<file path="src/rtl/imem_pkg.sv">
// Shared definitions for the instruction-memory boot loader.
//   state_t    : loader FSM encoding (IDLE, LOAD, CHECK, DONE)
//   ROW_DEF    : default imem depth in words
//   WORD_W     : imem word width
//   BYTE_LANES : bytes per imem word
package imem_pkg;
  localparam int ROW_DEF    = 256;
  localparam int WORD_W     = 32;
  localparam int BYTE_LANES = 4;

  typedef enum logic [1:0] {IDLE, LOAD, CHECK, DONE} state_t;
endpackage

</file>
<file path="src/rtl/imem_word_packer.sv">
// Assembles a little-endian word from a byte stream. Lane k receives the
// k-th accepted byte. 'word' always shows the assembly with the current byte
// merged in, so the consumer can register it in the same cycle 'done' pulses.
//   clk, rst_n : clock, async active-low reset
//   clr        : drop any partial word and restart at lane 0
//   accept     : a byte is taken this cycle
//   byte_in    : byte payload
//   word       : assembled word (valid when done=1)
//   done       : last lane is being filled this cycle
module imem_word_packer #(
  parameter int NUM_LANES = 4
) (
  input  logic                   clk,
  input  logic                   rst_n,
  input  logic                   clr,
  input  logic                   accept,
  input  logic [7:0]             byte_in,
  output logic [NUM_LANES*8-1:0] word,
  output logic                   done
);
  localparam int IDX_W = $clog2(NUM_LANES);

  logic [IDX_W-1:0]           idx;
  logic [NUM_LANES-1:0][7:0]  lanes, lanes_nxt;

  always_comb begin
    lanes_nxt      = lanes;
    lanes_nxt[idx] = byte_in;
  end

  assign word = lanes_nxt;
  assign done = accept && (idx == IDX_W'(NUM_LANES - 1));

  always_ff @(posedge clk or negedge rst_n) begin
    if (!rst_n) begin
      idx   <= '0;
      lanes <= '0;
    end else if (clr) begin
      idx   <= '0;
      lanes <= '0;
    end else if (accept) begin
      lanes <= lanes_nxt;
      idx   <= done ? '0 : idx + 1'b1;
    end
  end
endmodule

</file>
<file path="src/rtl/imem_boot_loader.sv">
// Boot loader: packs a byte stream into 32-bit little-endian words, writes
// them to imem, then opens imem reads and releases the core reset.
// Optional: define IMEM_BOOT_LOADER_CHECKSUM_EN to require a trailing 4-byte
// checksum (sum of written words mod 2^32) before releasing the core.
//   clk, rst_n        : clock, async active-low reset
//   start, word_count : begin a load of word_count words
//   byte_valid/ready, byte_data : byte stream handshake
//   we, waddr, wdata  : imem write port
//   iready            : imem contents valid
//   cpu_rst_n         : core reset (active-low)
//   busy, err         : load in progress, sticky error
module imem_boot_loader
  import imem_pkg::*;
#(
  parameter int ROW    = ROW_DEF,
  parameter int ADDR_W = $clog2(ROW)
) (
  input  logic              clk,
  input  logic              rst_n,
  input  logic              start,
  input  logic [ADDR_W:0]   word_count,
  input  logic              byte_valid,
  input  logic [7:0]        byte_data,
  output logic              byte_ready,
  output logic              we,
  output logic [ADDR_W-1:0] waddr,
  output logic [WORD_W-1:0] wdata,
  output logic              iready,
  output logic              cpu_rst_n,
  output logic              busy,
  output logic              err
);
  localparam int            CW    = ADDR_W + 1;
  localparam logic [CW-1:0] ROW_C = CW'(ROW);

  state_t              state, state_d;
  logic [CW-1:0]       cnt, cnt_d, wcnt, wcnt_d, wcnt_inc;
  logic [WORD_W-1:0]   sum, sum_d, pk_word, wdata_d;
  logic [ADDR_W-1:0]   waddr_d;
  logic                byte_ready_d, we_d, iready_d, cpu_rst_n_d, busy_d, err_d;
  logic                accept, pk_clr, pk_done;

  assign accept   = byte_valid & byte_ready;
  assign wcnt_inc = wcnt + 1'b1;

  imem_word_packer #(.NUM_LANES(BYTE_LANES)) u_pack (
    .clk     (clk),
    .rst_n   (rst_n),
    .clr     (pk_clr),
    .accept  (accept),
    .byte_in (byte_data),
    .word    (pk_word),
    .done    (pk_done)
  );

  always_ff @(posedge clk or negedge rst_n) begin
    if (!rst_n) state <= IDLE;
    else        state <= state_d;
  end

  always_ff @(posedge clk or negedge rst_n) begin
    if (!rst_n) begin
      cnt        <= '0;
      wcnt       <= '0;
      sum        <= '0;
      byte_ready <= 1'b0;
      we         <= 1'b0;
      waddr      <= '0;
      wdata      <= '0;
      iready     <= 1'b0;
      cpu_rst_n  <= 1'b0;
      busy       <= 1'b0;
      err        <= 1'b0;
    end else begin
      cnt        <= cnt_d;
      wcnt       <= wcnt_d;
      sum        <= sum_d;
      byte_ready <= byte_ready_d;
      we         <= we_d;
      waddr      <= waddr_d;
      wdata      <= wdata_d;
      iready     <= iready_d;
      cpu_rst_n  <= cpu_rst_n_d;
      busy       <= busy_d;
      err        <= err_d;
    end
  end

  always_comb begin
    state_d      = state;
    cnt_d        = cnt;
    wcnt_d       = wcnt;
    sum_d        = sum;
    byte_ready_d = byte_ready;
    we_d         = 1'b0;
    waddr_d      = waddr;
    wdata_d      = wdata;
    iready_d     = iready;
    cpu_rst_n_d  = cpu_rst_n;
    busy_d       = busy;
    err_d        = err;
    pk_clr       = 1'b0;
    unique case (state)
      // A new start from DONE re-holds the core in the same cycle LOAD begins.
      IDLE, DONE: if (start) begin
        pk_clr       = 1'b1;
        cnt_d        = word_count;
        wcnt_d       = '0;
        sum_d        = '0;
        iready_d     = 1'b0;
        cpu_rst_n_d  = 1'b0;
        byte_ready_d = 1'b0;
        busy_d       = 1'b0;
        if (word_count > ROW_C) begin
          state_d = IDLE;
          err_d   = 1'b1;
        end else if (word_count == '0) begin
          err_d = 1'b0;
`ifdef IMEM_BOOT_LOADER_CHECKSUM_EN
          state_d      = CHECK;
          busy_d       = 1'b1;
          byte_ready_d = 1'b1;
`else
          state_d     = DONE;
          iready_d    = 1'b1;
          cpu_rst_n_d = 1'b1;
`endif
        end else begin
          state_d      = LOAD;
          err_d        = 1'b0;
          busy_d       = 1'b1;
          byte_ready_d = 1'b1;
        end
      end
      // byte_ready is dropped for the write cycle so the write and the next
      // byte never overlap; it returns the cycle after we.
      LOAD: if (we) begin
        wcnt_d = wcnt_inc;
        if (wcnt_inc == cnt) begin
`ifdef IMEM_BOOT_LOADER_CHECKSUM_EN
          state_d      = CHECK;
          byte_ready_d = 1'b1;
`else
          state_d     = DONE;
          busy_d      = 1'b0;
          iready_d    = 1'b1;
          cpu_rst_n_d = 1'b1;
`endif
        end else begin
          byte_ready_d = 1'b1;
        end
      end else if (pk_done) begin
        we_d         = 1'b1;
        waddr_d      = wcnt[ADDR_W-1:0];
        wdata_d      = pk_word;
        sum_d        = sum + pk_word;
        byte_ready_d = 1'b0;
      end
      CHECK: if (pk_done) begin
        byte_ready_d = 1'b0;
        busy_d       = 1'b0;
        if (pk_word == sum) begin
          state_d     = DONE;
          iready_d    = 1'b1;
          cpu_rst_n_d = 1'b1;
        end else begin
          state_d = IDLE;
          err_d   = 1'b1;
        end
      end
      default: state_d = IDLE;
    endcase
  end
endmodule

</file>
<file path="config.mk">
export PLATFORM = sky130hd
export DESIGN_NAME = imem_boot_loader
export DESIGN_NICKNAME = d
export VERILOG_FILES = /design/src/rtl/imem_pkg.sv /design/src/rtl/imem_word_packer.sv /design/src/rtl/imem_boot_loader.sv
export SDC_FILE = /design/constraint.sdc
export NUM_CORES = 1
export LEC_CHECK = 0
export CORE_MARGIN = 8
export CORE_UTILIZATION = 48
export CTS_BUF_LIST = sky130_fd_sc_hd__clkbuf_4 sky130_fd_sc_hd__clkbuf_8
export DETAILED_ROUTE_END_ITERATION = 10
export PLACE_DENSITY_LB_ADDON = 0.1
export SETUP_SLACK_MARGIN = 0.1
export SYNTH_ARGS = -nofsm -noshare
export SYNTH_HDL_FRONTEND = slang
export SYNTH_SLANG_ARGS = --single-unit
</file>
<file path="constraint.sdc">
create_clock -name clk -period 4.6 [get_ports clk]
set_input_delay 0.46 -clock clk [delete_from_list [all_inputs] [get_ports clk]]
set_output_delay 0.46 -clock clk [all_outputs]
set_load 0.1 [all_outputs]
</file>
==> flow_metrics.env, run 1 <==
export IMPL_rsz0062_at_grt="no"
export IMPL_post_cts_resized=0
export IMPL_synth_xor_area_share_pct=4.45
export IMPL_fin_tns_setup_ns=0
export IMPL_track_usage_pct=20.5
export IMPL_synth_nets=833
export IMPL_yosys_most_used_dff="dfrtp_1"
export IMPL_dp_hpwl_um=14300
export IMPL_drt_iter0_drc=417
export IMPL_min_path_type="input pin to asynchronous set/reset pin"
export IMPL_yosys_register_bits=131
export IMPL_rows=46
export IMPL_synth_compound_area_share_pct=16.7
export IMPL_wl_per_cell_um=19.1
export IMPL_synth_top_family_by_area="compound AO/OA/AOI/OAI gates"
export IMPL_ys_top_cells_by_area="dfrtp_1 (43%), mux2_2 (10%), ha_1 (9.5%), nand2_1 (4.8%), o21ai_0 (4.2%)"
export IMPL_final_util_pct=56.7
export IMPL_wl_um=19800
export IMPL_initial_core_util_pct=48.6
export IMPL_finalPower_uw=4640
export IMPL_pre_cts_ws_ns=0.631
export IMPL_grt_overflow=0
export IMPL_synth_mux_area_share_pct=10.7
export IMPL_synthSimpleGateAreaFrac_pct=12.5
export IMPL_crit_arrival_ns=4.36
export IMPL_grt_busiest_layer="met2"
export IMPL_diodes=0
export IMPL_period_share_pct=87.4
export IMPL_die_y_um=142
export IMPL_worst_slack_ns=0.581
export IMPL_dpl_instance_area_mm2=0.00851
export IMPL_port_buffers=66
export IMPL_cts_sinks=131
export IMPL_grtUsageMet2_pct=31.1
export IMPL_grt_pass1_vias=6072
export IMPL_hold_violations=0
export IMPL_fin_crit_ns=4.02
export IMPL_critPathKind="flip-flop to flip-flop"
export IMPL_met1_usage_pct=26.9
export IMPL_synth_adder_area_share_pct=9.73
export IMPL_synth_top_area_cell="dfrtp_1"
export IMPL_die_area_mm2=0.0203
export IMPL_slew_limit_headroom_pct=30.1
export IMPL_cts_tree="built"
export IMPL_place_gp_congestion=0.941
export IMPL_syn_avg_cell_area_um2=10.2
export IMPL_drt_pass1_iter_count=5
export IMPL_grt_max_degree=70
export IMPL_setup_viol=0
export IMPL_area_delta_synth_final_pct=16.7
export IMPL_antenna_found_initial=1
export IMPL_grt_pass1_wl_um=32600
export IMPL_netlist_area_mm2=0.00767
export IMPL_ios=67
export IMPL_maxSlewViolCount=0
export IMPL_viasPerCell=5.77
export IMPL_cts_buffers=17
export IMPL_async_reset_ff_share_pct=100
export IMPL_synth_common_cells="dfrtp_1 (131), nand2_1 (98), mux2_2 (70)"
export IMPL_final_layout_size_suffix_gt1_share_pct=15.9
export IMPL_cp_required_ns=4.94
export IMPL_synth_most_common_cell="dfrtp_1"
export IMPL_dieWidth_um=142
export IMPL_worstSetupEndpointType="flip-flop"
export IMPL_insertion_delay_ns=0.46
export IMPL_cts_buffer_depth=2
export IMPL_worstPathMaxFanout=8
export IMPL_vias=5992
export IMPL_p_leak_uw=0.00421
export IMPL_use_met3_pct=5.94
export IMPL_ant_nets=0
export IMPL_htreeDepth=4
export IMPL_powerDensity_mw_per_mm2=519
export IMPL_skew_ns=0.0138
export IMPL_synthCells=753
export IMPL_fmax_mhz=249
export IMPL_yosysUniqueCellTypes=64
export IMPL_cts_root_buf="clkbuf_8"
export IMPL_synth_edf_count=0
export IMPL_post_cts_buffers=0
export IMPL_tightest_slew_ns=1.04
export IMPL_layout_nets=890
export IMPL_cap_violations=0
export IMPL_yosysTopAreaCellShare_pct=42.8
export IMPL_ys_seq_area_share_pct=42.8
export IMPL_final_cell_area_mm2=0.00894
export IMPL_yosys_warnings=0
export IMPL_clkTransAtPathRegs_ns=0.08
export IMPL_design_core_area_mm2=0.0158
export IMPL_hold_buffers=0
export IMPL_vdd_drop_max_v=0.000281
export IMPL_status="completed"
export IMPL_drc=0
export IMPL_cp_start_kind="flip-flop"
-- kinds of logic after synthesis --
group,Yosys count
adder cells (fa/ha/maj),59
buffers and inverters,56
AND/OR/NAND/NOR,201
XOR/XNOR,39
flip-flops,131
multiplexers,73
AO/OA/AOI/OAI,194
-- path summary, 6_finish.rpt --
kind / slack [ns] / start / endpoint / cells after the start
worst max-delay path: 0.58 / u_pack.idx[0] / sum[31] / 13
worst min-delay path: 0.13 / rst_n / u_pack.lanes[6] / 1
worst max register to register: 0.58 / u_pack.idx[0] / sum[31] / 13
worst min register to register: 0.49 / waddr[7] / waddr[7] / 2
max in group asynchronous: 3.46 / rst_n / sum[26] / 2
min in group clk: 0.49 / waddr[7] / waddr[7] / 2
-- registers in the layout, summed over array words and instances, names as in the netlist --
signal        cells
wcnt              9
err               1
cpu_rst_n         1
we                1
wdata            32
state             2
cnt               9
sum              32
u_pack.idx        2
waddr             8
busy              1
u_pack.lanes     32
byte_ready        1
-- metal layers --
metal | vias to the layer above | routed length (µm) | part of all wire [%]
met5 | - | 12 | 0.061
met4 | 2 | 485 | 2.4
li1 | 2826 | - | -
met2 | 168 | 8810 | 44
met1 | 2961 | 9270 | 47
met3 | 35 | 1240 | 6.3
-- cell usage in the layout (no fill, tap or decap), types with 5 or more instances in the layout --
| master | instances |
|---|---|
| mux2_2 | 70 |
| o31ai_1 | 9 |
| nand3_1 | 14 |
| nor4_1 | 11 |
| a21oi_1 | 37 |
| dfrtp_1 | 131 |
| a22o_1 | 33 |
| nand2_1 | 98 |
| clkbuf_8 | 22 |
| ha_1 | 58 |
| clkdlybuf4s50_1 | 65 |
| and3_1 | 5 |
| buf_4 | 12 |
| o21ai_0 | 64 |
| a21o_1 | 12 |
| nor3_1 | 10 |
| nor2b_1 | 10 |
| nand4_1 | 10 |
| xnor2_1 | 19 |
| nor2_1 | 21 |
| inv_1 | 16 |
| xor2_1 | 20 |
-- report_power, final --
group | leakage (µW) | internal [µW] | switching [µW]
logic | 0.00220 | 714 | 1370
clock network | 0.000221 | 611 | 466
registers | 0.00179 | 1340 | 138
-- worst max-delay path, stage by stage, from the launching register on --
cell       delay [ns]
dfrtp_1          0.44
inv_1            0.13
ha_1             0.47
mux2_2           0.44
ha_1             0.35
a21o_1           0.21
a221o_1          0.29
a41oi_1          0.34
o211ai_1         0.24
a311oi_2         0.39
o2111ai_1        0.19
xor2_1           0.18
a21oi_1          0.15
o22ai_1          0.10
-- cell type report --
type | count | area [µm²]
tap | 216 | 270
sequential | 131 | 3280
inverter | 17 | 63.8
fill | 1409 | 6830
multi-input combinational | 566 | 4160
clock buffer | 23 | 310
clock inverter | 9 | 125
timing repair buffer | 77 | 741
-- through the flow --
stage,instances,hold WS (ns)
after global placement,1007,0.465
after global routing,1039,0.198
after CTS,1039,0.148
after detailed placement,1007,0.466
final,1039,0.133
after floorplan,753,0.164
(Power assumes the default switching activity.)
==> run 2: changes to the inputs <==
Clock period 4.6 ns to 3.5 ns, I/O delays scaled along.
==> run 2 against run 1 <==
Setup slack worse by 0.39 ns; sequential share of layout area decreased by 2.8 points; critical path depth up 2; clock power is 15% higher; first-iteration DRC count is the same; global-route usage is 0.40 points higher; utilization grew 4.7 points; cell count rose by 5.7%; clock skew decreased by 0.0057 ns.
==> flow_metrics.env, run 2 (synthesis gave the netlist of run 1 again) <==
export IMPL_cap_violations=0
export IMPL_worstPathMaxFanout=8
export IMPL_port_buffers=66
export IMPL_powerDensity_mw_per_mm2=656
export IMPL_rr_startpoint="u_pack.idx[0]"
export IMPL_design_core_area_mm2=0.0158
export IMPL_period_share_pct=94.5
export IMPL_diodes=0
export IMPL_hold_violations=0
export IMPL_drt_iter0_drc=417
export IMPL_insertion_delay_ns=0.44
export IMPL_place_gp_congestion=0.927
export IMPL_pre_cts_ws_ns=-0.0101
export IMPL_worst_slack_ns=0.194
export IMPL_dieWidth_um=142
export IMPL_path_cells="buf_4, ha_2, buf_12, mux2_4, ha_4, a21oi_4, nor2_2, a2111oi_4, buf_4, o211ai_1, a311oi_2, o2111ai_2, xor2_1, a21oi_1, o22ai_1"
export IMPL_cts_buffers=17
export IMPL_slew_limit_headroom_pct=32.6
export IMPL_layout_commonest_cell="dfrtp_1"
export IMPL_crit_arrival_ns=3.63
export IMPL_grt_overflow=0
export IMPL_wl_per_cell_um=18.7
export IMPL_area_delta_synth_final_pct=26.3
export IMPL_drt_pass1_iter_count=5
export IMPL_cp_required_ns=3.82
export IMPL_initial_core_util_pct=48.6
export IMPL_hold_slack_ns=0.476
export IMPL_cp_slowest_cell="dfrtp_1"
export IMPL_fin_tns_setup_ns=0
export IMPL_drc=0
export IMPL_final_util_pct=61.4
export IMPL_viasPerCell=5.68
export IMPL_min_path_type="input pin to asynchronous set/reset pin"
export IMPL_grt_max_degree=50
export IMPL_antenna_found_initial=0
export IMPL_ant_nets=0
export IMPL_critPathTopFamily="compound AO/OA/AOI/OAI gates"
export IMPL_cts_buffer_depth=2
export IMPL_dp_hpwl_um=15100
export IMPL_htreeDepth=4
export IMPL_rows=46
export IMPL_ios=67
export IMPL_cp_start_kind="flip-flop"
export IMPL_cts_sinks=131
export IMPL_reg2reg_to="sum[31]"
export IMPL_grt_pass1_vias=6216
export IMPL_layout_common_cells="dfrtp_1 (131), nand2_1 (97), buf_4 (70), clkdlybuf4s50_1 (65), mux2_2 (63)"
export IMPL_clkTransAtPathRegs_ns=0.07
export IMPL_largestRegisters="sum: 32 flops, u_pack.lanes: 32 flops, wdata: 32 flops"
export IMPL_layout_nets=952
export IMPL_critPathKind="flip-flop to flip-flop"
export IMPL_cts_root_buf="clkbuf_8"
export IMPL_setup_viol=0
export IMPL_vdd_drop_max_v=0.000539
export IMPL_r2r_cells=15
export IMPL_skew_ns=0.00807
export IMPL_die_y_um=142
export IMPL_die_area_mm2=0.0203
export IMPL_vias=6235
export IMPL_p_leak_uw=0.00451
export IMPL_finalPower_uw=6360
export IMPL_critical_path_max_stage_delay_ns=0.39
export IMPL_maxSlewViolCount=0
export IMPL_fin_crit_ns=3.31
export IMPL_wl_um=20600
export IMPL_cts_tree="built"
export IMPL_final_layout_size_suffix_gt1_share_pct=26.1
export IMPL_track_usage_pct=20.9
export IMPL_cp_common_cell="buf_4"
export IMPL_grt_pass1_wl_um=33200
export IMPL_critPathBufInv=3
export IMPL_tightest_slew_ns=1.01
export IMPL_fmax_mhz=302
export IMPL_rrSetupSlack_ns=0.19
export IMPL_status="completed"
export IMPL_rsz0062_at_grt="yes"
export IMPL_worstSetupEndpointType="flip-flop"
-- run 2: changes by cell type in the layout (fill, tap and decap cells not counted), sizes merged --
cell and change:
buf +61, bufinv -2, clkinvlp -2, clkbuf +1, dlygate4sd3 +1
-- run 2: layout make-up --
| class | instances | area [µm²] |
|---|---|---|
| clock buffers | 24 | 324 |
| clock inverters | 5 | 50.0 |
| fillers | 1335 | 6090 |
| inverters | 17 | 63.8 |
| multi-input cells | 566 | 4460 |
| flip-flops and latches | 131 | 3280 |
| well taps | 216 | 270 |
| repair buffers | 139 | 1240 |
-- run 2: worst register-to-register path, delay by kind of cell, from the launching register on --
family | cells | cell delay, ns
AOI/OAI and AO/OA | 7 | 1.32
buffers and inverters | 3 | 0.45
adders and majority gates | 2 | 0.43
DFF | 1 | 0.39
muxes | 1 | 0.34
xor gates and xnor gates | 1 | 0.19
and+or+nand+nor | 1 | 0.07
-- run 2: worst max path at each step --
stage,start,to,slack [ns],cells past startpoint
floorplan,u_pack.idx[0],sum[31],0.11,14
global placement,byte_data[4],sum[31],0.02,12
detailed placement,byte_data[0],sum[24],-0.01,14
CTS,u_pack.idx[0],sum[31],0.1,15
global route,u_pack.idx[0],sum[31],-0.02,15
finish,u_pack.idx[0],sum[31],0.19,15
-- run 2: repair_timing --
item,in CTS,in global routing
pin swaps,7,19
setup buffers,3,2
resized for setup,11,47
endpoints found under the hold margin,46,0
endpoints found under the setup margin,4,18
hold buffers,1,0
-- run 2: metrics by stage --
step           instance area, µm²  instances
2_1_floorplan                7680        753
3_3_place_gp                 8960       1063
3_5_place_dp                 8960       1063
4_1_cts                      9450       1096
5_1_grt                      9680       1098
6_report                     9680       1098
-- run 2: report_power, final --
group / leakage (µW) / internal [µW] / switching, µW / total, µW
Sequential: 0.00179 / 1760 / 183 / 1940
Clock: 0.000200 / 667 / 572 / 1240
Combinational: 0.00253 / 1260 / 1920 / 3170
-- run 2: metal layers --
metal,vias to the layer above,GRT usage [%],share of wire [%]
met1,3107,28.0,47
met3,25,4.56,4.6
met4,0,7.16,2.1
met5,-,0,0
li1,2950,-,-
met2,153,32.7,46
==> run 3: changes to the inputs <==
Settings changed: CAP_MARGIN from default to 30.
==> results of run 3 <==
The final DEF is identical to that of run 2; final timing and power are the same.
